`src/rtl/uart_pkg.sv`:
```
// Shared UART definitions: frame defaults and the TX sequencing states.
// The RX block is expected to reuse the same frame defaults.
package uart_pkg;

    localparam int unsigned UartDataBits = 8;
    localparam int unsigned UartStopBits = 1;

    typedef enum logic [1:0] {
        StIdle,
        StStart,
        StData,
        StStop
    } uart_state_e;

endpackage

```
`src/rtl/uart_rr_arb2.sv`:
```
// Combinational two-way round-robin pick.
// When both requesters compete, the one that was not served last wins.
module uart_rr_arb2 (
    input  logic req0,
    input  logic req1,
    input  logic last,
    output logic gnt_valid,
    output logic gnt_idx
);

    always_comb begin
        gnt_valid = req0 | req1;
        if (req0 && req1) begin
            gnt_idx = ~last;
        end else begin
            gnt_idx = req1;
        end
    end

endmodule

```
`src/rtl/uart_tx_sched.sv`:
```
// Two-requester UART transmit scheduler: round-robin grant on baud ticks,
// then start / data (LSB first) / stop bits, one bit per tick.
module uart_tx_sched
    import uart_pkg::*;
#(
    parameter int unsigned DATA_BITS = UartDataBits,
    parameter int unsigned STOP_BITS = UartStopBits
) (
    input  logic                 clock,
    input  logic                 reset,
    input  logic                 baud_tick,
    input  logic                 req0,
    input  logic                 req1,
    input  logic [DATA_BITS-1:0] data0,
    input  logic [DATA_BITS-1:0] data1,
    output logic                 ack0,
    output logic                 ack1,
    output logic                 tx,
    output logic                 busy,
    output logic                 grant_id
);

    localparam int unsigned CntW = $clog2(DATA_BITS);
    localparam logic [CntW-1:0] BitLast = CntW'(DATA_BITS - 1);
    localparam logic StopLast = 1'(STOP_BITS - 1);

    uart_state_e state_q, state_d;
    logic [DATA_BITS-1:0] shift_q, shift_d;
    logic [CntW-1:0] bit_cnt_q, bit_cnt_d;
    logic stop_cnt_q, stop_cnt_d;
    logic last_q, last_d;
    logic grant_id_q, grant_id_d;
    logic tx_q, tx_d;
    logic ack0_q, ack0_d;
    logic ack1_q, ack1_d;

    logic gnt_valid;
    logic gnt_idx;
    logic frame_end;
    logic grant;

    uart_rr_arb2 u_arb (
        .req0      (req0),
        .req1      (req1),
        .last      (last_q),
        .gnt_valid (gnt_valid),
        .gnt_idx   (gnt_idx)
    );

    // Grants only land on ticks, so every bit spans a full tick period.
    assign frame_end = baud_tick && (state_q == StStop) && (stop_cnt_q == StopLast);
    assign grant     = baud_tick && gnt_valid && ((state_q == StIdle) || frame_end);

    always_ff @(posedge clock) begin
        if (reset) begin
            state_q    <= StIdle;
            shift_q    <= '0;
            bit_cnt_q  <= '0;
            stop_cnt_q <= 1'b0;
            last_q     <= 1'b1;
            grant_id_q <= 1'b0;
            tx_q       <= 1'b1;
            ack0_q     <= 1'b0;
            ack1_q     <= 1'b0;
        end else begin
            state_q    <= state_d;
            shift_q    <= shift_d;
            bit_cnt_q  <= bit_cnt_d;
            stop_cnt_q <= stop_cnt_d;
            last_q     <= last_d;
            grant_id_q <= grant_id_d;
            tx_q       <= tx_d;
            ack0_q     <= ack0_d;
            ack1_q     <= ack1_d;
        end
    end

    always_comb begin
        state_d = state_q;
        unique case (state_q)
            StIdle:  if (grant) state_d = StStart;
            StStart: if (baud_tick) state_d = StData;
            StData:  if (baud_tick && (bit_cnt_q == BitLast)) state_d = StStop;
            StStop:  if (frame_end) state_d = grant ? StStart : StIdle;
            default: state_d = StIdle;
        endcase
    end

    always_comb begin
        shift_d    = shift_q;
        bit_cnt_d  = bit_cnt_q;
        stop_cnt_d = stop_cnt_q;
        last_d     = last_q;
        grant_id_d = grant_id_q;
        tx_d       = tx_q;
        ack0_d     = 1'b0;
        ack1_d     = 1'b0;
        if (grant) begin
            shift_d    = gnt_idx ? data1 : data0;
            grant_id_d = gnt_idx;
            last_d     = gnt_idx;
            tx_d       = 1'b0;
            ack0_d     = ~gnt_idx;
            ack1_d     = gnt_idx;
        end else if (baud_tick) begin
            unique case (state_q)
                StStart: begin
                    tx_d      = shift_q[0];
                    bit_cnt_d = '0;
                end
                StData: begin
                    if (bit_cnt_q != BitLast) begin
                        shift_d   = shift_q >> 1;
                        bit_cnt_d = bit_cnt_q + 1'b1;
                        tx_d      = shift_q[1];
                    end else begin
                        tx_d       = 1'b1;
                        stop_cnt_d = 1'b0;
                    end
                end
                StStop: begin
                    if (stop_cnt_q != StopLast) begin
                        stop_cnt_d = 1'b1;
                    end
                    tx_d = 1'b1;
                end
                default: ;
            endcase
        end
    end

    assign tx       = tx_q;
    assign busy     = (state_q != StIdle);
    assign grant_id = grant_id_q;
    assign ack0     = ack0_q;
    assign ack1     = ack1_q;

endmodule

```
`config.mk`:
```
export PLATFORM = sky130hd
export DESIGN_NAME = uart_tx_sched
export DESIGN_NICKNAME = d
export VERILOG_FILES = /design/src/rtl/uart_pkg.sv /design/src/rtl/uart_rr_arb2.sv /design/src/rtl/uart_tx_sched.sv
export SDC_FILE = /design/constraint.sdc
export NUM_CORES = 1
export LEC_CHECK = 0
export CORE_MARGIN = 2
export CORE_UTILIZATION = 43
export CTS_CLUSTER_SIZE = 16
export DETAILED_ROUTE_END_ITERATION = 10
export PLACE_DENSITY = 0.74
export SETUP_SLACK_MARGIN = 0.4
export SYNTH_ARGS = -nofsm -noshare
export SYNTH_HDL_FRONTEND = slang
export SYNTH_SLANG_ARGS = --single-unit
```
`constraint.sdc`:
```
create_clock -name clock -period 1.8 [get_ports clock]
set_input_delay 0.18 -clock clock [delete_from_list [all_inputs] [get_ports clock]]
set_output_delay 0.18 -clock clock [all_outputs]
set_load 0.01 [all_outputs]
```
# Word level (Yosys, flattened, before mapping)
# Cells that the tools add are included.
[totals]
out_inout_bits = 5
register_bits = 19
inputBits = 21
wordCells = 68
[op_classes]
addsub = 1
n_eq_ne = 11
n_reduce_logical = 21
muxes = 21
bitwise = 5
[op_table]
columns = ["op", "count"]
rows = [
  ["8-bit two-way mux", 5],
  ["2-bit != test (second input constant)", 6],
  ["4-bit AND reduction", 3],
  ["2-bit nonzero test", 6],
  ["2-bit two-way mux", 4],
  ["2-bit one-hot mux with 4 select lines", 1],
  ["1-bit two-way mux", 7],
  ["1-bit logical AND", 6],
  ["3-bit one-hot mux with 2 select lines", 1],
  ["2-bit == test (second input constant)", 2],
  ["1-bit inverter", 4],
  ["4-bit nonzero test", 1],
  ["3-bit by 1-bit adder with 3-bit output (second input constant)", 1],
  ["3-bit == test (second input constant)", 1],
  ["3-bit two-way mux", 1],
  ["3-bit != test (second input constant)", 1],
  ["1-bit one-hot mux with 3 select lines", 1],
  ["3-bit AND reduction", 1],
  ["2-bit by 1-bit == test with 1-bit output (second input constant)", 1],
  ["2-bit zero test", 1],
  ["1-bit one-hot mux with 2 select lines", 1],
  ["2-bit AND reduction", 1],
  ["2-bit OR reduction", 1],
  ["1-bit logical OR", 1],
  ["1-bit OR", 1],
]

# Longest topological paths before layout
[depth]
ltp_word = 8
mapped_depth = 7
mapped_depth_nobuf = 6

# Modules after synthesis
# A second synthesis with hierarchy kept.
[unflattened]
hier_cells = 114
area_unflattened_um2 = 999.7
[modules_own_cells]
columns = ["mod", "area_per_inst_um2", "seq_area_each_um2", "cells_each", "instances"]
rows = [
  ["uart_tx_sched", 985.9, 360.3, 112, 1],
  ["uart_rr_arb2", 13.8, 0.0, 2, 1],
]

# Worst setup path before layout
# OpenSTA, ideal clock, no wires.
[synth_path]
kind = "reg2reg"
from = "register state_q[0]"
to = "register bit_cnt_q[0]"
arrival_ns = 1.646
setup_slack_ns = 0.083
path_buffers = 0
required_ns = 1.730
setup_ns = 0.070
stages_incl_launch_ff = 7
period_less_slack_ns = 1.717
cell_sequence = "dfxtp_1 inv_1 ha_1 o221ai_4 nand4_4 or3b_1 a21oi_1"
[synth_via]
elab_chain_len = 7
word_cells_on_any_way = 13
cone_classes = "eq/ne (4); mux (1); bitwise (1); reduce/logical (7)"
[synth_rtl]
columns = ["element", "line_no", "text"]
rows = [
  ["start: declaration", "uart_tx_sched.sv:27", "uart_state_e state_q, state_d;"],
  ["start signal: assignment", "uart_tx_sched.sv:56", "state_q <= StIdle;"],
  ["start signal: assignment", "uart_tx_sched.sv:66", "state_q <= state_d;"],
  ["2-bit == test", "uart_tx_sched.sv:51", "assign frame_end = baud_tick && (state_q == StStop) && (stop_cnt_q == StopLast);"],
  ["1-bit logical AND (2 in a row)", "uart_tx_sched.sv:51", ""],
  ["1-bit logical OR", "uart_tx_sched.sv:52", "assign grant = baud_tick && gnt_valid && ((state_q == StIdle) || frame_end);"],
  ["1-bit logical AND", "uart_tx_sched.sv:52", ""],
  ["1-bit inverter (no line)", "-", ""],
  ["4-bit AND reduction (no line)", "-", ""],
  ["end signal: assignment", "uart_tx_sched.sv:68", "bit_cnt_q <= bit_cnt_d;"],
  ["end: declaration", "uart_tx_sched.sv:29", "logic [CntW-1:0] bit_cnt_q, bit_cnt_d;"],
]
# Parallel ways exist; a longest one is shown, timed or not.
# A chain may end at the register's enable or synchronous reset.

# Worst setup path in the final report
[layout_path]
from = "register state_q[1]"
to = "register bit_cnt_q[0]"
# Same word-level chain as after synthesis.

==> metrics.cfg <==
[route]
firstDrtPassIters = 4
drt-total-wl_um = 3451
wl_per_cell_um = 17.26
drc = 0
dr.first_iter.drc_count = 35
viasPerCell = 5.725
vias = 1145
ant_nets = 0

[power]
max-vdd-ir-drop_mv = 0.9917
p_leak_uw = 0.0006618
powerDensity_mw_per_mm2 = 1245

[sta]
tightest_slew_ns = 0.4266
tns_ns = 0
fin_skew_ns = 0.006573
rsz0062_at_grt = true
setup_viol = 0
fmax_ghz = 0.6279
slew_headroom = 0.7137
period_needed_ns = 1.593
hold_viol = 0
maxSlewViolCount = 0
final.period_utilization = 0.8848

[final_layout]
stdcell_area_mm2 = 0.001782
layout_commonest_cell = clkdlybuf4s50_1
layout_common_cells = clkdlybuf4s50_1 (23), buf_4 (20), dfxtp_1 (15)
area.sequential_um2 = 369.1
fin_nets = 201
fillCellCount = 136
multi_input_area_um2 = 799.5
n_antenna_cell = 0
syn_to_final_growth_pct = 73.66
drive_gt1_frac = 0.3953
final_util = 0.7978

[placed_design]
portBuffers = 25
hpwlAfterDp_um = 1784
gp_congestion = 0.8099
place_area_mm2 = 0.001375

[synthesis]
synthAdderAreaFrac = 0.08537
synthesis.nets = 148
synth.area.top_cells = dfxtp_1 (35%), ha_1 (8.5%), nand2_1 (6.6%)
muxShareOfSynthArea = 0.01951
avgSynthCellArea_um2 = 8.550
synth_area_mm2 = 0.001026
synth_top_family_by_area = compound AO/OA/AOI/OAI gates
ys_ff_latch = 18
synth_top_cell_area_share = 0.3512
synth.distinct_cells = 29
synth_compound_area_frac = 0.2610
synth_top_cell_by_area = dfxtp_1
synthSimpleGateAreaFrac = 0.2402
synth_xor_area_frac = 0
synth_warnings = 0
synthesis.instances = 120
ys_seq_area_frac = 0.3512

[cts]
clock_latency_ns = 0.31
hold_buffers = 0
cts_tree = yes
clk_pin_slew_ns = 0.11
cts_sinks = 18
cts_buffers = 3
clk_path_buf_depth = 2
clockRootBuffer = clkbuf_4
cts_max_level = 1

[die]
die_w_um = 52.85
pin_count = 26
start_util = 0.4594
dieArea_mm2 = 0.002793
rows = 17
coreArea_mm2 = 0.002233
dieHeight_um = 52.85

[grt]
grt_pass1_wl_um = 5009
grt_max_degree = 19
antenna_found_initial = 0
grt.overflow.total = 0
grtUsageTotal = 0.2530
grt_pass1_vias = 1040

[setup_path]
crit_fanout = 5
reg2reg_depth = 6
reg2reg_to = bit_cnt_q[0]
required_ns = 2.05
reg2reg_from = state_q[1]
cp-end-kind = flop
r2r_setup_slack_ns = 0.21
path_class = reg -> reg
start_kind = flop
crit_arrival_ns = 1.84

[worst_hold_path]
hold_class = reg -> reg
min_to = grant_id
min_path_cells = 2
hp-start = grant_id

[outcome]
outcome = finished, final reports clean

[flow_run]
cap_violations = 0

-- critical path, cell delays in order (launching register included) --
cell	delay [ns]
dfxtp_4	0.41
inv_4	0.05
ha_4	0.16
o221ai_4	0.23
nand4_4	0.16
or3b_1	0.39
a21oi_2	0.12
-- cells by family after synthesis --
group                      count (synthesis)
DFF                                       18
buffers and inverters                     11
and+or+nand+nor                           47
AOI/OAI and AO/OA                         35
adders and majority gates                  7
muxes                                      2
-- worst max path at each step --
stage	startpoint	end	slack (ns)	cells past startpoint
2_1_floorplan	state_q[0]	bit_cnt_q[0]	0.25	6
3_3_place_gp	req1	shift_q[0]	0.16	6
3_5_place_dp	baud_tick	state_q[0]	0.09	6
4_1_cts	req0	state_q[0]	0.22	5
5_1_grt	state_q[1]	bit_cnt_q[0]	0.13	6
6_report	state_q[1]	bit_cnt_q[0]	0.21	6
-- cells in the mapped netlist --
cell,count
a211oi_1,8
a21boi_0,1
a21boi_2,1
a21oi_1,8
a221oi_1,1
a22oi_1,1
a311oi_1,7
a32oi_1,1
and3_1,1
buf_2,2
clkbuf_1,4
dfxtp_1,18
ha_1,7
inv_1,5
mux2i_1,2
nand2_1,18
nand2b_1,1
nand3_1,7
nand4_4,1
nor2_1,4
nor2b_1,9
nor3_1,1
o21a_1,1
o21ai_0,4
o221ai_1,1
o221ai_4,1
or2_2,3
or3_1,1
or3b_1,1
-- layout make-up --
cell class	instances	area share
multi-input combinational	91	0.4487
timing repair buffer	54	0.2907
sequential	18	0.2072
clock buffer	4	0.02037
tap	28	0.01966
inverter	5	0.01334
-- power by group --
part	internal [uW]	switching, uW	leakage (uW)
Clock	124	137	0.0000210
Sequential	501	94.1	0.000150
Combinational	738	625	0.000491
Total	1360	855	0.000662
-- through the flow --
| step | instances | power [uW] | setup WS [ns] | hold slack (ns) |
|---|---|---|---|---|
| global placement | 173 | 1334 | 0.1611 | 0.4439 |
| floorplan | 120 | 1103 | 0.2454 | 0.4147 |
| finish | 200 | 2218 | 0.2074 | 0.4666 |
| global route | 200 | 2334 | 0.1265 | 0.4981 |
| CTS | 193 | 1987 | 0.2170 | 0.4757 |
| detailed placement | 173 | 1353 | 0.09404 | 0.4582 |
-- registers in the layout (all words and copies together) (netlist names) --
| signal | cells |
|---|---|
| shift_q | 8 |
| bit_cnt_q | 3 |
| state_q | 2 |
| ack0 | 1 |
| ack1 | 1 |
| grant_id | 1 |
| last_q | 1 |
| tx | 1 |
-- per-layer routing --
metal  part of all wire  GRT usage
met5                  0          0
met1               0.42     0.3153
met4              0.031    0.08547
met3              0.051    0.06571
met2               0.50     0.4188
-- what timing repair did --
item                       4_1_cts  5_1_grt
cloned                           1        0
pin swaps                       17       10
gates resized for setup         40       17
setup buffers                   15        7
setup endpoints to repair       16       20
No activity file was read; power rests on OpenSTA's default activity.
